## src/rtl/approx_adder_pipe.sv

```systemverilog
// Pipelined unsigned adder with run-time selectable low-bit approximation (exact / LOA / truncate).
// An exact sum travels alongside each result to flag approximation error and feed saturating stats.
module approx_adder_pipe #(
    parameter int WIDTH       = 16,
    parameter int STAGES      = 2,
    parameter int APPROX_BITS = 4,
    parameter int CNT_W       = 16
) (
    input  logic             clk,
    input  logic             rst_n,
    input  logic             in_valid,
    output logic             in_ready,
    input  logic [WIDTH-1:0] a,
    input  logic [WIDTH-1:0] b,
    input  logic [1:0]       mode,
    output logic             out_valid,
    input  logic             out_ready,
    output logic [WIDTH:0]   y,
    output logic             out_err,
    input  logic             clr_stats,
    output logic [CNT_W-1:0] txn_cnt,
    output logic [CNT_W-1:0] err_cnt
);

    localparam int SEG  = WIDTH / STAGES;
    localparam int LAST = STAGES - 1;
    localparam logic [SEG:0]     LO_MASK_W = ({{SEG{1'b0}}, 1'b1} << APPROX_BITS) - {{SEG{1'b0}}, 1'b1};
    localparam logic [SEG-1:0]   LO_MASK   = LO_MASK_W[SEG-1:0];
    // Single-bit mask on bit L-1; zero when no bits are approximated.
    localparam logic [SEG-1:0]   TOP_MASK  = LO_MASK ^ (LO_MASK >> 1);
    localparam logic [CNT_W-1:0] CNT_MAX   = {CNT_W{1'b1}};
    localparam logic [CNT_W-1:0] CNT_ONE   = {{(CNT_W-1){1'b0}}, 1'b1};

    logic [STAGES-1:0] v_r;
    logic [STAGES-1:0] ready_s;
    logic [WIDTH-1:0]  a_r [STAGES];
    logic [WIDTH-1:0]  b_r [STAGES];
    logic [WIDTH:0]    y_r [STAGES];
    logic [WIDTH:0]    e_r [STAGES];
    logic              out_err_r;
    logic [CNT_W-1:0]  txn_r;
    logic [CNT_W-1:0]  err_r;
    logic              handoff_s;

    // First segment with the approximated low part; returns {carry_out, sum}.
    function automatic logic [SEG:0] seg0_sum(input logic [SEG-1:0] sa,
                                              input logic [SEG-1:0] sb,
                                              input logic [1:0]     md);
        logic [SEG:0]   hi_v;
        logic [SEG-1:0] lo_v;
        logic           cin_v;
        logic           apx_v;
        hi_v  = '0;
        lo_v  = '0;
        cin_v = 1'b0;
        apx_v = 1'b0;
        case (md)
            2'b01: begin
                apx_v = 1'b1;
                cin_v = |(sa & sb & TOP_MASK);
                lo_v  = (sa | sb) & LO_MASK;
            end
            2'b10: begin
                apx_v = 1'b1;
                cin_v = 1'b0;
                lo_v  = '0;
            end
            default: begin
                apx_v = 1'b0;
                cin_v = 1'b0;
                lo_v  = '0;
            end
        endcase
        if (apx_v) begin
            hi_v = {1'b0, sa & ~LO_MASK} + {1'b0, sb & ~LO_MASK} + ({{SEG{1'b0}}, cin_v} << APPROX_BITS);
        end else begin
            hi_v = {1'b0, sa} + {1'b0, sb};
        end
        return hi_v | {1'b0, lo_v};
    endfunction

    // Backpressure chain: a stage can load when empty or when its successor can load.
    always_comb begin
        logic rdy_v;
        rdy_v   = out_ready;
        ready_s = '0;
        for (int k = LAST; k >= 0; k--) begin
            rdy_v      = !v_r[k] | rdy_v;
            ready_s[k] = rdy_v;
        end
    end

    for (genvar k = 0; k < STAGES; k++) begin : g_stage
        logic             vin_s;
        logic [WIDTH-1:0] ain_s;
        logic [WIDTH-1:0] bin_s;
        logic [WIDTH:0]   yin_s;
        logic [WIDTH:0]   ein_s;
        logic [WIDTH:0]   y_nx_s;
        logic [WIDTH:0]   e_nx_s;
        logic [SEG:0]     sy_s;
        logic [SEG:0]     se_s;

        if (k == 0) begin : g_src
            assign vin_s = in_valid;
            assign ain_s = a;
            assign bin_s = b;
            assign yin_s = '0;
            assign ein_s = '0;
            assign sy_s  = seg0_sum(a[SEG-1:0], b[SEG-1:0], mode);
        end else begin : g_src
            assign vin_s = v_r[k-1];
            assign ain_s = a_r[k-1];
            assign bin_s = b_r[k-1];
            assign yin_s = y_r[k-1];
            assign ein_s = e_r[k-1];
            assign sy_s  = {1'b0, ain_s[k*SEG +: SEG]} + {1'b0, bin_s[k*SEG +: SEG]} + {{SEG{1'b0}}, yin_s[WIDTH]};
        end

        // Carry of the previous stage rides in bit WIDTH of the partial sums.
        assign se_s = {1'b0, ain_s[k*SEG +: SEG]} + {1'b0, bin_s[k*SEG +: SEG]} + {{SEG{1'b0}}, ein_s[WIDTH]};

        // Splice this stage's segment and carry into the running approximate and exact sums.
        always_comb begin
            y_nx_s               = yin_s;
            e_nx_s               = ein_s;
            y_nx_s[k*SEG +: SEG] = sy_s[SEG-1:0];
            y_nx_s[WIDTH]        = sy_s[SEG];
            e_nx_s[k*SEG +: SEG] = se_s[SEG-1:0];
            e_nx_s[WIDTH]        = se_s[SEG];
        end

        // Stage register: advances when it can accept; payload captured only with a valid token.
        always_ff @(posedge clk or negedge rst_n) begin
            if (!rst_n) begin
                v_r[k] <= 1'b0;
                a_r[k] <= '0;
                b_r[k] <= '0;
                y_r[k] <= '0;
                e_r[k] <= '0;
            end else if (ready_s[k]) begin
                v_r[k] <= vin_s;
                if (vin_s) begin
                    a_r[k] <= ain_s;
                    b_r[k] <= bin_s;
                    y_r[k] <= y_nx_s;
                    e_r[k] <= e_nx_s;
                end
            end
        end

        if (k == LAST) begin : g_err
            // Error flag registered together with the final result.
            always_ff @(posedge clk or negedge rst_n) begin
                if (!rst_n) begin
                    out_err_r <= 1'b0;
                end else if (ready_s[k] && vin_s) begin
                    out_err_r <= (y_nx_s != e_nx_s);
                end
            end
        end
    end

    assign handoff_s = v_r[LAST] & out_ready;

    // Saturating handoff statistics; a clear beats a simultaneous handoff.
    always_ff @(posedge clk or negedge rst_n) begin
        if (!rst_n) begin
            txn_r <= '0;
            err_r <= '0;
        end else if (clr_stats) begin
            txn_r <= '0;
            err_r <= '0;
        end else if (handoff_s) begin
            if (txn_r != CNT_MAX) begin
                txn_r <= txn_r + CNT_ONE;
            end
            if (out_err_r && (err_r != CNT_MAX)) begin
                err_r <= err_r + CNT_ONE;
            end
        end
    end

    assign in_ready  = ready_s[0];
    assign out_valid = v_r[LAST];
    assign y         = y_r[LAST];
    assign out_err   = out_err_r;
    assign txn_cnt   = txn_r;
    assign err_cnt   = err_r;

endmodule
```

## config.mk

```make
export PLATFORM = sky130hd
export DESIGN_NAME = approx_adder_pipe
export DESIGN_NICKNAME = d
export VERILOG_FILES = /design/src/rtl/approx_adder_pipe.sv
export SDC_FILE = /design/constraint.sdc
export NUM_CORES = 1
export LEC_CHECK = 0
export BUFFER_PORTS_ARGS = -buffer_cell sky130_fd_sc_hd__buf_4
export CORE_MARGIN = 2
export CORE_UTILIZATION = 30
export DETAILED_ROUTE_END_ITERATION = 6
export PLACE_DENSITY = 0.49
export SLEW_MARGIN = 5
export SYNTH_ARGS = -nofsm -noshare
export SYNTH_HDL_FRONTEND = slang
export SYNTH_SLANG_ARGS = --single-unit
```

## constraint.sdc

```tcl
create_clock -name clk -period 2.75 [get_ports clk]
set_clock_uncertainty 0.2 [all_clocks]
set_input_delay 0.275 -clock clk [delete_from_list [all_inputs] [get_ports clk]]
set_output_delay 0.275 -clock clk [all_outputs]
set_load 0.02 [all_outputs]
```

# After elaboration in Yosys (flattened, before gate mapping)
# Index checks and enable logic that the tools add are counted.
dict set report op_classes {
  reduce_logical 12
  n_mux 10
  n_eq_ne 5
  n_bitwise 6
  n_addsub 8
}
# operator count
set ops {}
lappend ops {{16-bit 2-to-1 mux} 6}
lappend ops {{16-bit by 1-bit adder with 16-bit output (second input constant)} 2}
lappend ops {{16-bit != test (second input constant)} 2}
lappend ops {{8-bit by 8-bit adder with 9-bit output} 3}
lappend ops {{9-bit by 1-bit adder with 9-bit output} 2}
lappend ops {{17-bit != test} 1}
lappend ops {{9-bit by 5-bit adder with 9-bit output} 1}
lappend ops {{9-bit 2-to-1 mux} 1}
lappend ops {{9-bit by 8-bit OR with 9-bit output} 1}
lappend ops {{2-bit AND reduction} 4}
lappend ops {{2-bit nonzero test} 3}
lappend ops {{4-bit bitwise AND} 1}
lappend ops {{4-bit 2-to-1 mux} 1}
lappend ops {{4-bit OR} 1}
lappend ops {{2-bit by 1-bit equality test with 1-bit output (second input constant)} 1}
lappend ops {{2-bit equality test (second input constant)} 1}
lappend ops {{1-bit logical AND} 2}
lappend ops {{1-bit zero test} 2}
lappend ops {{1-bit 2-to-1 mux} 2}
lappend ops {{1-bit OR} 2}
lappend ops {{2-bit OR reduction} 1}
lappend ops {{1-bit bitwise AND} 1}
dict set report word_totals {
  wordCells 51
  out_inout_bits 52
  inputBits 39
  register_bits 102
}

# Logic depth before layout (Yosys ltp)
dict set report logic_depth {
  depth_word 5
  mapped_depth 12
  ltp_nobuf 12
}

# Worst setup path before layout
# OpenSTA, ideal clock, no wires.
dict set report synth_timing {
  kind {register to register}
  start {register a_r, in the netlist g_stage[1].ain_s[8]}
  end {register y_r, in the netlist y[16]}
  arrival_time_ns 2.165
  path_stages_with_launch 10
  slack_ns 0.251
  required_time_ns 2.416
  period_less_slack_ns 2.499
  cell_sequence {dfrtp_1 ha_1 fa_1 ha_1 nand3_1 mux2_2 nor3_2 nand3_1 xor2_1 o21ai_1}
}
dict set report synth_between {
  elab_chain_cells 2
}
# item line
set synth_rtl {}
lappend synth_rtl {{start: declaration} 36} ;# logic [WIDTH-1:0] a_r [STAGES];
lappend synth_rtl {{start signal: indexed assignment} 144} ;# a_r[k] <= ain_s;
lappend synth_rtl {{8-bit by 8-bit adder with 9-bit output} 117} ;# assign sy_s = {1'b0, ain_s[k*SEG +: SEG]} + {1'b0, bin_s[k*SEG +: SEG]} + {{SEG{1'b0}}, yin_s[WIDTH]};
lappend synth_rtl {{9-bit by 1-bit adder with 9-bit output} 117}
lappend synth_rtl {{end signal: indexed assignment} 146} ;# y_r[k] <= y_nx_s;
lappend synth_rtl {{end: declaration} 38} ;# logic [WIDTH:0] y_r [STAGES];
# Every way passes these cells.
# A chain may end at the register's enable or synchronous reset.

# Final worst setup path
# Same ends and word-level chain as after synthesis.

==> flow_summary.json <==
{
  "syn-cell-area_um2": 4760,
  "clk_latency_ns": 0.34,
  "async_reset_ff_share_pct": 100,
  "cts.path.max_buffers": 2,
  "synthToLayoutAreaGrowth_pct": 30.9,
  "die-area_um2": 16900,
  "wirelength_um": 10400,
  "nFillCells": 1592,
  "critPathLaunchType": "register",
  "vias": 3628,
  "die_h_um": 130,
  "diodes": 0,
  "final_core_util_pct": 39.6,
  "final_cell_mix": "buf_4 (95), nand2_1 (91), dfrtp_1 (86), nor2_1 (44), xor2_1 (33)",
  "fmax_mhz": 388,
  "antenna_found_initial": 0,
  "synth_top_area_share_pct": 45.2,
  "drive_above_1_share_pct": 22.4,
  "setup_violations": 0,
  "num_io_pins": 91,
  "status": "finished clean",
  "critPathMaxFanout": 4,
  "ys_types": 48,
  "num_rows": 46,
  "synth_seq_cells": 86,
  "start_util_pct": 30.3,
  "htree_num_levels": 3,
  "clockRootBuffer": "clkbuf_16",
  "cts_tree": "built",
  "syn_area_per_cell_um2": 9.69,
  "slew_violations": 0,
  "ys_seq_area_share_pct": 45.2,
  "grtUsageTotal_pct": 13.2,
  "first_global_vias": 3648,
  "crit_type": "register to register",
  "cts.sinks": 86,
  "synth_fp_nets": 564,
  "drt-pass1-iter-count": 4,
  "slew-limit-headroom_pct": 54.6,
  "cts.clk_slew.worst_paths_ns": 0.06,
  "yosys.area.top_type": "dfrtp_1",
  "worst_ep_arrival_time_ns": 2.61,
  "cts_buffers": 9,
  "power_density_nw_per_um2": 653,
  "grt.overflow.total": 0,
  "syn_inst": 491,
  "tightest_slew_ns": 0.679,
  "end_kind": "register",
  "synth-edff-count": 0,
  "ff_latch_area_um2": 2150,
  "fin_crit_sh_pct": 93.8,
  "vias_per_cell": 4.41,
  "drc_errors": 0,
  "gp_congestion": 0.770,
  "cts_setup_buffers": 0,
  "p_leak_nw": 3.01,
  "fin_crit_ns": 2.58,
  "hpwl_um": 8010,
  "layout_commonest_cell": "buf_4",
  "grt_max_degree": 46,
  "peakVddDrop_uv": 301,
  "ff2ff_setup_slack_ns": 0.17,
  "grt_setup_unrepaired": "no",
  "multi_input_area_um2": 2480,
  "hold_path.class": "primary input to register",
  "nets": 675,
  "final_antenna_net_count": 0,
  "ys.flop_type": "dfrtp_1",
  "finalHoldViolCount": 0,
  "cap_viol_max_count": 0,
  "synth.area.top_cells": "dfrtp_1 (45%), ha_1 (7.4%), nand2_1 (7.2%)",
  "dieWidth_um": 130,
  "critPathRequiredTime_ns": 2.78,
  "grt_first_pass_wirelength_um": 17700,
  "holdWs_ns": 0.0700,
  "tns_ns": 0,
  "synth.yosys.warnings": 0,
  "drt_iter0_drc": 203,
  "core-area_um2": 15700,
  "portBuffers": 90,
  "wl_per_cell_um": 12.7
}
## worst max-delay path, cell delays in order (launching register included)
cell,delay [ns]
dfrtp_1,0.38
ha_2,0.22
fa_2,0.57
ha_2,0.21
nand3_1,0.09
mux2_2,0.32
nor3_4,0.14
nand3_1,0.11
xor2_1,0.16
o21ai_1,0.07
## logic make-up after synthesis
logic type | synth area share, %
compound gates | 8.18
xor+xnor | 10.9
fa+ha+maj | 9.88
buf+inv | 3.15
flops | 45.2
mux | 3.47
simple gates | 19.2
## area by class of cell
type / instances / area share, %
clock inverters: 4 / 0.844
inverters: 24 / 1.45
repair buffers: 114 / 14.7
flip-flops and latches: 86 / 34.6
well taps: 216 / 4.34
multi-input cells: 367 / 39.9
clock buffers: 12 / 4.28
## cell usage after synthesis, types with 2 or more instances
cell / instances
and3_1: 4
nand4_1: 9
o21ai_1: 13
and2_1: 6
nor2b_1: 5
nand3b_1: 2
ha_1: 28
fa_1: 6
and4_1: 3
mux2_2: 12
nand2_1: 91
o221ai_1: 2
dfrtp_1: 86
o21a_1: 2
a21oi_1: 9
xor2_1: 34
a21o_1: 5
xnor2_1: 25
o21ai_0: 9
inv_1: 24
nand3_1: 17
a211oi_1: 2
nor2_1: 44
nor4_1: 3
o21bai_1: 2
nor3_1: 4
o22ai_1: 3
mux2i_1: 3
and4_4: 2
a31oi_1: 3
clkbuf_1: 12
nand2b_1: 4
a2bb2oi_1: 2
## registers in the layout (all words and copies together) (netlist names)
signal,cells
err_cnt,16
out_err,1
y,17
g_stage.ain_s,8
g_stage.ein_s,9
g_stage.yin_s,9
txn_cnt,16
g_stage.bin_s,8
g_stage.vin_s,1
out_valid,1
## worst paths after layout
kind / depth (start not counted) / startpoint / end
min: 3 / out_ready / out_valid
max: 9 / g_stage[1].ain_s[8] / y[16]
max reg2reg: 9 / g_stage[1].ain_s[8] / y[16]
max in group asynchronous: 3 / rst_n / g_stage[1].ain_s[10]
min in group asynchronous: 2 / rst_n / err_cnt[8]
min reg2reg: 2 / g_stage[1].ain_s[12] / g_stage[1].ain_s[12]
## metrics by stage
step	cell area, um2	instances	worst slack (ns)	power (mW)
after floorplan	4760	491	0.251	2.35
after detailed placement	5700	789	0.0219	2.81
after CTS	6200	823	0.0188	4.13
after global routing	6230	823	0.00706	4.34
final	6230	823	0.171	4.07
after global placement	5700	789	0.121	2.78
## where the power goes
part           switching, mW  internal (mW)
Sequential             0.149           1.46
Clock                  0.492          0.781
Combinational          0.630          0.554
Total                   1.27           2.80
## per-layer routing
layer / vias to the layer above / global-route usage (%) / share of wire (%)
met3: 13 / 2.50 / 3.6
li1: 1870 / - / -
met4: 0 / 5.63 / 1.9
met5: - / 0 / 0
met2: 70 / 21.4 / 45
met1: 1675 / 17.4 / 49
## what timing repair did
item	in CTS	in global routing
resized for setup	0	6
hold buffers	18	0
setup endpoints to repair	0	4
hold endpoints to repair	61	0
(Power assumes the default switching activity.)
